--- config.mk ---
export PLATFORM = sky130hd
export DESIGN_NAME = inst_enc
export DESIGN_NICKNAME = d
export VERILOG_FILES = /design/src/rtl/inst_enc.sv
export SDC_FILE = /design/constraint.sdc
export NUM_CORES = 1
export LEC_CHECK = 0
export CORE_UTILIZATION = 38
export CTS_CLUSTER_DIAMETER = 120
export DETAILED_ROUTE_END_ITERATION = 7
export DONT_BUFFER_PORTS = 1
export GPL_ROUTABILITY_DRIVEN = 0
export SYNTH_ARGS = -nofsm -noshare
export SYNTH_HDL_FRONTEND = slang
export SYNTH_SLANG_ARGS = --single-unit
--- constraint.sdc ---
create_clock -name clk -period 4.2 [get_ports clk]
set_clock_uncertainty 0.2 [all_clocks]
set_input_delay 1.26 -clock clk [delete_from_list [all_inputs] [get_ports clk]]
set_output_delay 1.26 -clock clk [all_outputs]
set_load 0.005 [all_outputs]
--- src/rtl/inst_enc.sv ---
// inst_enc: packs decoded RV32I fields into a 32-bit instruction word.
// Encoded words pass through a DEPTH-entry output FIFO; illegal requests are dropped and counted.
module inst_enc #(
  parameter int DEPTH = 4,
  parameter int CNT_W = 16
) (
  input  logic             clk,
  input  logic             rst_n,
  input  logic             in_valid,
  output logic             in_ready,
  input  logic [2:0]       in_fmt,
  input  logic [2:0]       in_funct3,
  input  logic [6:0]       in_funct7,
  input  logic [4:0]       in_rs1,
  input  logic [4:0]       in_rs2,
  input  logic [4:0]       in_rd,
  input  logic [31:0]      in_imm,
  output logic             out_valid,
  input  logic             out_ready,
  output logic [31:0]      out_inst,
  output logic             err,
  output logic [CNT_W-1:0] emit_cnt,
  output logic [CNT_W-1:0] err_cnt
);
  localparam int AW = $clog2(DEPTH);
  logic [31:0] mem [DEPTH];
  logic [AW-1:0] wp, rp;
  logic [AW:0] count;
  logic [31:0] last, word;
  logic [6:0] op;
  logic s12, s13, s21, bad, acc, push, pop;
  // sN: immediate fits an N-bit signed field
  assign s12 = &in_imm[31:11] | ~|in_imm[31:11];
  assign s13 = &in_imm[31:12] | ~|in_imm[31:12];
  assign s21 = &in_imm[31:20] | ~|in_imm[31:20];
  always_comb begin
    op = in_fmt == 3'd0 ? 7'h33 : in_fmt == 3'd1 ? 7'h13 : in_fmt == 3'd2 ? 7'h23 :
         in_fmt == 3'd3 ? 7'h63 : in_fmt == 3'd4 ? 7'h37 : 7'h6F;
    word = in_fmt == 3'd0 ? {in_funct7, in_rs2, in_rs1, in_funct3, in_rd, op} :
           in_fmt == 3'd1 ? {in_imm[11:0], in_rs1, in_funct3, in_rd, op} :
           in_fmt == 3'd2 ? {in_imm[11:5], in_rs2, in_rs1, in_funct3, in_imm[4:0], op} :
           in_fmt == 3'd3 ? {in_imm[12], in_imm[10:5], in_rs2, in_rs1, in_funct3, in_imm[4:1], in_imm[11], op} :
           in_fmt == 3'd4 ? {in_imm[31:12], in_rd, op} :
                            {in_imm[20], in_imm[10:1], in_imm[11], in_imm[19:12], in_rd, op};
    bad = in_fmt > 3'd5
        | ((in_fmt == 3'd1 | in_fmt == 3'd2) & ~s12)
        | (in_fmt == 3'd3 & (in_imm[0] | ~s13))
        | (in_fmt == 3'd4 & |in_imm[11:0])
        | (in_fmt == 3'd5 & (in_imm[0] | ~s21));
  end
  assign in_ready  = count < (AW+1)'(DEPTH);
  assign out_valid = count != '0;
  assign acc       = in_valid & in_ready;
  assign push      = acc & ~bad;
  assign pop       = out_valid & out_ready;
  // last keeps the most recently popped word visible while the FIFO is empty
  assign out_inst  = out_valid ? mem[rp] : last;
  always_ff @(posedge clk or negedge rst_n)
    if (!rst_n) begin
      for (int i = 0; i < DEPTH; i++) mem[i] <= '0;
      wp <= '0;
      rp <= '0;
      count <= '0;
      last <= '0;
      err <= 1'b0;
      emit_cnt <= '0;
      err_cnt <= '0;
    end else begin
      if (push) begin
        mem[wp] <= word;
        wp <= wp + 1'b1;
      end
      if (pop) begin
        last <= mem[rp];
        rp <= rp + 1'b1;
        emit_cnt <= emit_cnt + 1'b1;
      end
      count <= count + {{AW{1'b0}}, push} - {{AW{1'b0}}, pop};
      err <= acc & bad;
      if (acc & bad) err_cnt <= err_cnt + 1'b1;
    end
endmodule

==> results by group, run 1 <==
Status
  – Status: complete, no violations

GRT
  – GRT Overall Usage: 18.0%
  – Largest net degree at the start of global routing: 196
  – First-pass GRT wire length: 36500 um
  – Vias in the first global route: 6241
  – Initial antenna violation count: 2
  – Total gr overflow: 0

Timing
  – Maximum clock frequency: 253 MHz
  – Setup Total Neg Slack: 0 ns
  – Min cycle time layout: 3.96 ns
  – Final WS setup: 0.245 ns
  – Max_slew headroom: 31.4%
  – Measured slew at the worst slew-check pin: 1.03 ns
  – RSZ-0062 raised after global routing: false
  – Slew Limit Fails: 0
  – Period utilisation layout: 94.2%
  – Final Hold Vio Count: 0
  – Final Setup Violations: 0

Worst setup path
  – Worst Path Arrival: 4.12 ns
  – Critical Path Max Stage Delay: 0.54 ns
  – CP endpoint kind: flop
  – R2r setup slk: 0.83 ns
  – CP max FO: 3
  – Reg2reg path depth: 9
  – Crit start category: input pin
  – Worst r2r dst: count[2]
  – Critical path, cell by cell: or4_1 -> or3_4 -> o21ai_2 -> a31oi_1 -> a2111oi_4 -> inv_1 -> ha_1 -> inv_1 -> ha_2 -> fa_2 -> xnor2_1 -> xnor2_1
  – CP delay by family, top: simple AND/OR/NAND/NOR gates
  – Required @ worst endpoint: 4.36 ns
  – Worst path bufs/invs: 2
  – Crit path kind: input pin to flop
  – Cell depth of the worst setup path: 12
  – Reg-to-Reg Start: count[2]
  – CP max stage cell: or4_1

Synth
  – Average size of a mapped cell: 13.3 um^2
  – Ys Warns: 0
  – Synthesized cell area: 10100 um^2
  – Synth unique cells: 46
  – Synth area leaders: dfrtp_1, mux2_4, mux4_2
  – Top-area cell type share of the netlist area: 48.3%
  – Async SR Flop Fraction: 100%
  – Number of synthesized flops with an enable pin: 0
  – Fraction of the yosys area taken by sequential cells: 48.3%
  – Synth area leader: dfrtp_1
  – Syn Inst Count: 759
  – Post-synthesis register bit count: 195
  – Syn Nets: 832
  – Primary FF master, synth: dfrtp_1

Drt
  – Vias per inst: 5.28
  – Drt pass-1 iters: 4
  – Antenna Nets Post-Route: 0
  – Detailed Route WL: 23000 um
  – Via count: 5837
  – Drt drc: 0
  – Drt initial violations: 313
  – Drt wl/cell: 20.8 um

Floorplan
  – Starting Density: 38.8%
  – IO Count: 131
  – Die area: 27200 um^2
  – Core area: 26100 um^2
  – Die Ht: 165 um
  – Cell row count: 59
  – Die width: 165 um

Cells and area
  – Commonest non-fill, non-tap cell in the layout: dfrtp_1
  – Area added between synthesis and finish: 7.99%
  – Final std cells w/o fill: 1105
  – Fill cell count: 2386
  – Fraction of layout cells with a size suffix above 1: 34.9%
  – Commonest cells after routing, fill and taps aside: dfrtp_1, nand2_1, mux2_4
  – Fin area: 10900 um^2
  – Antenna diode count: 0
  – NumNets Final: 830

Place
  – Hpwl dp: 15100 um
  – Placed cell count: 1073
  – Placed inst area: 10400 um^2
  – Buffers added on ports: 0
  – DP Worst Slack: -0.175 ns

Clocking
  – Clk root buf: clkbuf_16
  – Clock Path Buffers: 2
  – Cts bufs inserted: 17
  – CTS tree: done
  – Reg clk slew, reported paths: 0.08 ns
  – CTS Hold Buffers Added: 0
  – Total clock sinks: 195
  – H-tree depth: 4
  – Setup bufs post-CTS: 0
  – Clk_lat worst skew: 0.44 ns
  – Post-cts resize count: 0

Hold path
  – Min-delay src: mem[1]
  – Hold Crit Class: flop to flop
  – Hold path depth: 1
  – Worst Hold Endpoint: mem[1]

Pwr
  – Static leakage: 4.89 nW
  – Peak VDD IR: 0.290 mV
  – Net Sw Frac: 31.9%
  – Power Density: 685 nW/um^2
  – Clk pwr share: 20.5%
  – Net Sw Power: 0.00238 W
  – Combinational Power Share: 37.2%
  – Sequential Power Share: 42.3%
  – Pint: 0.00509 W

Run
  – # Max-Cap Violations: 0
==> sequential cells by signal, indices dropped and copies added, names as in the netlist <==
signal    cells
err_cnt      16
emit_cnt     16
count         3
rp            2
last         31
err           1
wp            2
mem         124
==> metrics by stage <==
step,power [W],utilization [%],hold slack [ns]
2_1_floorplan,0.00536,-,0.234
3_3_place_gp,0.00595,39.8,0.249
3_5_place_dp,0.00601,39.8,0.250
4_1_cts,0.00759,41.9,0.270
5_1_grt,0.00797,41.9,0.285
6_report,0.00747,41.9,0.269
==> power by group through the flow <==
| stage | Combinational (W) | Clock (W) | Sequential [W] |
|---|---|---|---|
| 2_1_floorplan | 0.00237 | 0 | 0.00299 |
| 3_3_place_gp | 0.00278 | 0 | 0.00317 |
| 3_5_place_dp | 0.00284 | 0 | 0.00317 |
| 4_1_cts | 0.00285 | 0.00158 | 0.00316 |
| 5_1_grt | 0.00306 | 0.00165 | 0.00327 |
| 6_report | 0.00278 | 0.00153 | 0.00316 |
==> cells in the mapped netlist, types with 2 or more instances <==
master,count
nand2_1,128
mux2_4,112
mux4_2,31
nor2_1,21
buf_6,4
and2_1,7
clkbuf_1,16
xnor2_1,31
mux2i_1,8
mux2_2,52
ha_1,8
buf_12,12
nand3_1,10
or4_4,2
nor4_1,8
xor2_1,4
a32oi_1,2
a21oi_1,13
nor3b_1,2
buf_1,5
nand4_1,12
dfrtp_1,195
or2_2,4
buf_2,4
a22oi_1,8
clkbuf_8,2
and3_1,8
nor3_1,3
o21ai_0,15
inv_1,16
==> final cells by class <==
type / instances / area, um^2 / area share, %
clock inverter: 12 / 97.6 / 0.895
tap: 335 / 419 / 3.84
timing repair buffer: 24 / 268 / 2.45
sequential: 195 / 4880 / 44.8
clock buffer: 20 / 437 / 4.00
multi-input combinational: 503 / 4740 / 43.5
inverter: 16 / 60.1 / 0.551
==> layer usage <==
metal  GRT usage, %  wire length [um]  share of wire [%]  vias to the layer above
li1               -                 -                  -                     2660
met1           24.6             10700                 46                     2983
met2           27.3             10500                 46                      167
met3           5.65              1510                6.6                       25
met4           5.59               316                1.4                        2
met5              0                13              0.057                        -
==> how the worst max path moves through the flow <==
| stage | slack, ns | from | to |
|---|---|---|---|
| global route | 0.09 | in_imm[28] | count[2] |
| global placement | -0.13 | in_imm[23] | count[2] |
| CTS | 0.27 | in_imm[28] | count[2] |
| floorplan | -0.17 | in_imm[23] | count[2] |
| detailed placement | -0.18 | in_imm[28] | count[2] |
| finish | 0.24 | in_imm[28] | count[2] |
==> cells by family (layout without fill, tap and decap cells) <==
group / count (synthesis) / after routing / synth area share [%]
compound gates: 45 / 45 / 2.94
xor+xnor: 35 / 35 / 3.04
simple gates: 211 / 211 / 9.51
flops: 195 / 195 / 48.3
buf+inv: 61 / 72 / 4.86
mux: 203 / 203 / 30.2
fa+ha+maj: 9 / 9 / 1.19
(Power assumes the default switching activity.)
==> inputs of run 2 (changes only) <==
--- a/config.mk
+++ b/config.mk
@@ -10,6 +10,7 @@
 export DETAILED_ROUTE_END_ITERATION = 7
 export DONT_BUFFER_PORTS = 1
 export GPL_ROUTABILITY_DRIVEN = 0
+export RECOVER_POWER = 100
 export SYNTH_ARGS = -nofsm -noshare
 export SYNTH_HDL_FRONTEND = slang
 export SYNTH_SLANG_ARGS = --single-unit
==> run 2 against run 1 <==
  * Critical path depth is 3 lower
  * Clock power hardly changed
  * Via count is 0.99% lower
  * Sequential share of layout area is 1.7 points higher
  * The run now ends with capacitance limit, slew limit left
  * Final cell count stayed put
  * Die area stayed put
  * Global-route usage stayed put
  * Register-to-register slack worse by 0.23 ns
  * Count of clock-buffer cells in the layout stayed put
  * Non-clock buffer count stayed put
==> results by group, run 2 (synthesis gave the netlist of run 1 again) <==
Worst setup path
  – CP delay by family, top: simple AND/OR/NAND/NOR gates (unchanged)
  – Critical path, cell by cell: or4_4 -> or3_1 -> o21ai_2 -> a31oi_1 -> a2111oi_4 -> clkbuf_1 -> and2_2 -> clkbuf_1 -> mux2_1 (was or4_1 -> or3_4 -> o21ai_2 -> a31oi_1 -> a2111oi_4 -> inv_1 -> ha_1 -> inv_1 -> ha_2 -> fa_2 -> xnor2_1 -> xnor2_1)
  – Crit path kind: input pin to flop (unchanged)
  – CP max stage cell: or4_4 (was or4_1)
  – Worst Path Arrival: 4.13 ns (was 4.12 ns)
  – Worst path bufs/invs: 2 (unchanged)
  – Cell depth of the worst setup path: 9 (was 12)
  – CP max FO: 7 (was 3)
  – CP endpoint kind: flop (unchanged)
  – Required @ worst endpoint: 4.32 ns (was 4.36 ns)
  – Reg2reg path depth: 5 (was 9)
  – Crit start category: input pin (unchanged)
  – Critical Path Max Stage Delay: 0.52 ns (was 0.54 ns)
  – CP dominant cell by count: clkbuf_1

GRT
  – Largest net degree at the start of global routing: 196 (unchanged)
  – GRT Overall Usage: 18.0% (unchanged)
  – Initial antenna violation count: 2 (unchanged)
  – First-pass GRT wire length: 36500 um (unchanged)
  – Total gr overflow: 0 (unchanged)
  – Vias in the first global route: 6241 (unchanged)

Drt
  – Vias per inst: 5.23 (was 5.28)
  – Drt pass-1 iters: 4 (unchanged)
  – Drt drc: 0 (unchanged)
  – Via count: 5779 (was 5837)
  – Drt wl/cell: 20.6 um (was 20.8 um)
  – Detailed Route WL: 22800 um (was 23000 um)
  – Drt initial violations: 278 (was 313)
  – Antenna Nets Post-Route: 0 (unchanged)

Hold path
  – Hold path depth: 1 (unchanged)
  – Hold Crit Class: flop to flop (unchanged)

Timing
  – RSZ-0062 raised after global routing: false (unchanged)
  – Slew Limit Fails: 35 (was 0)
  – Maximum clock frequency: 249 MHz (was 253 MHz)
  – Measured slew at the worst slew-check pin: 1.98 ns (was 1.03 ns)
  – Min cycle time layout: 4.01 ns (was 3.96 ns)
  – Setup Total Neg Slack: 0 ns (unchanged)
  – Final Hold Vio Count: 0 (unchanged)
  – Period utilisation layout: 95.6% (was 94.2%)
  – Max_slew headroom: -32.2% (was 31.4%)
  – Final Setup Violations: 0 (unchanged)

Clocking
  – Total clock sinks: 195 (unchanged)
  – CTS tree: done (unchanged)
  – Setup bufs post-CTS: 0 (unchanged)
  – Clk root buf: clkbuf_16 (unchanged)
  – Clock Path Buffers: 2 (unchanged)
  – Cts bufs inserted: 17 (unchanged)
  – Clk_lat worst skew: 0.44 ns (about the same)
  – H-tree depth: 4 (unchanged)
  – Reg clk slew, reported paths: 0.08 ns (about the same)
  – CTS Hold Buffers Added: 0 (unchanged)
  – Post-cts resize count: 0 (unchanged)

Run
  – # Max-Cap Violations: 1 (was 0)

Status
  – Failing checks: capacitance limit, slew limit
  – Status: finished, violations left (was complete, no violations)

Floorplan
  – Die Ht: 165 um (unchanged)
  – Die area: 27200 um^2 (unchanged)
  – Cell row count: 59 (unchanged)
  – Core area: 26100 um^2 (unchanged)
  – Die width: 165 um (unchanged)
  – IO Count: 131 (unchanged)
  – Starting Density: 38.8% (unchanged)

Pwr
  – Power Density: 670 nW/um^2 (was 685 nW/um^2)
  – Peak VDD IR: 0.283 mV (was 0.290 mV)
  – Static leakage: 4.72 nW (was 4.89 nW)

Cells and area
  – Fraction of layout cells with a size suffix above 1: 18.8% (was 34.9%)
  – Antenna diode count: 0 (unchanged)
  – Max FFs per register: 124 (unchanged)
  – Reg area: 4880 um^2 (about the same)
  – Fill cell count: 2473 (was 2386)
  – Commonest cells after routing, fill and taps aside: dfrtp_1, nand2_1, mux2_1 (was dfrtp_1, nand2_1, mux2_4)
  – Commonest non-fill, non-tap cell in the layout: dfrtp_1 (unchanged)
  – Multi-input logic area: 4400 um^2 (was 4740 um^2)
  – Final core occ: 40.4% (was 41.9%)
  – Fin area: 10500 um^2 (was 10900 um^2)
  – Top reg by flops: mem (unchanged)
  – Regs by FF count: mem: 124 flops, last: 31 flops (unchanged)
  – NumNets Final: 830 (unchanged)
  – Area added between synthesis and finish: 4.11% (was 7.99%)
  – Final std cells w/o fill: 1105 (unchanged)

Place
  – Hpwl dp: 15100 um (unchanged)
  – Buffers added on ports: 0 (unchanged)
  – Placed cell count: 1073 (unchanged)
  – Placed inst area: 10400 um^2 (unchanged)
## run 2: area by class of cell
type                    count  share of cell area (%)
well taps                 335                    3.99
clock inverters            12                   0.928
flip-flops and latches    195                    46.4
multi-input cells         503                    41.9
inverters                  16                   0.571
clock buffers              20                    4.15
repair buffers             24                    2.07
## run 2: worst paths after layout
path                             from     endpoint  slack [ns]
max                        in_imm[23]     mem[126]        0.19
min                            mem[1]       mem[1]        0.27
max reg2reg                  count[2]      last[9]        0.60
min reg2reg                    mem[1]       mem[1]        0.27
max in group asynchronous       rst_n   err_cnt[3]        3.08
min in group asynchronous       rst_n  emit_cnt[5]        0.32
## run 2: power by group
part / total, W / internal, W / switching, W
Combinational: 0.00239 / 0.00128 / 0.00111
Sequential: 0.00313 / 0.00265 / 0.000481
Clock: 0.00153 / 0.000772 / 0.000760
Total: 0.00705 / 0.00470 / 0.00235
## run 2: layer usage
metal	track usage, %	up-vias	share of wire [%]
met2	27.3	156	45
li1	-	2653	-
met4	5.59	2	1.5
met3	5.65	26	6.2
met5	0	-	0.057
met1	24.6	2942	47
## run 2: per-stage QoR
step	hold WS, ns	setup WS (ns)	power (W)
floorplan	0.234	-0.170	0.00536
global placement	0.249	-0.133	0.00595
detailed placement	0.250	-0.175	0.00601
CTS	0.270	0.272	0.00759
global route	0.285	0.0478	0.00755
finish	0.268	0.187	0.00705
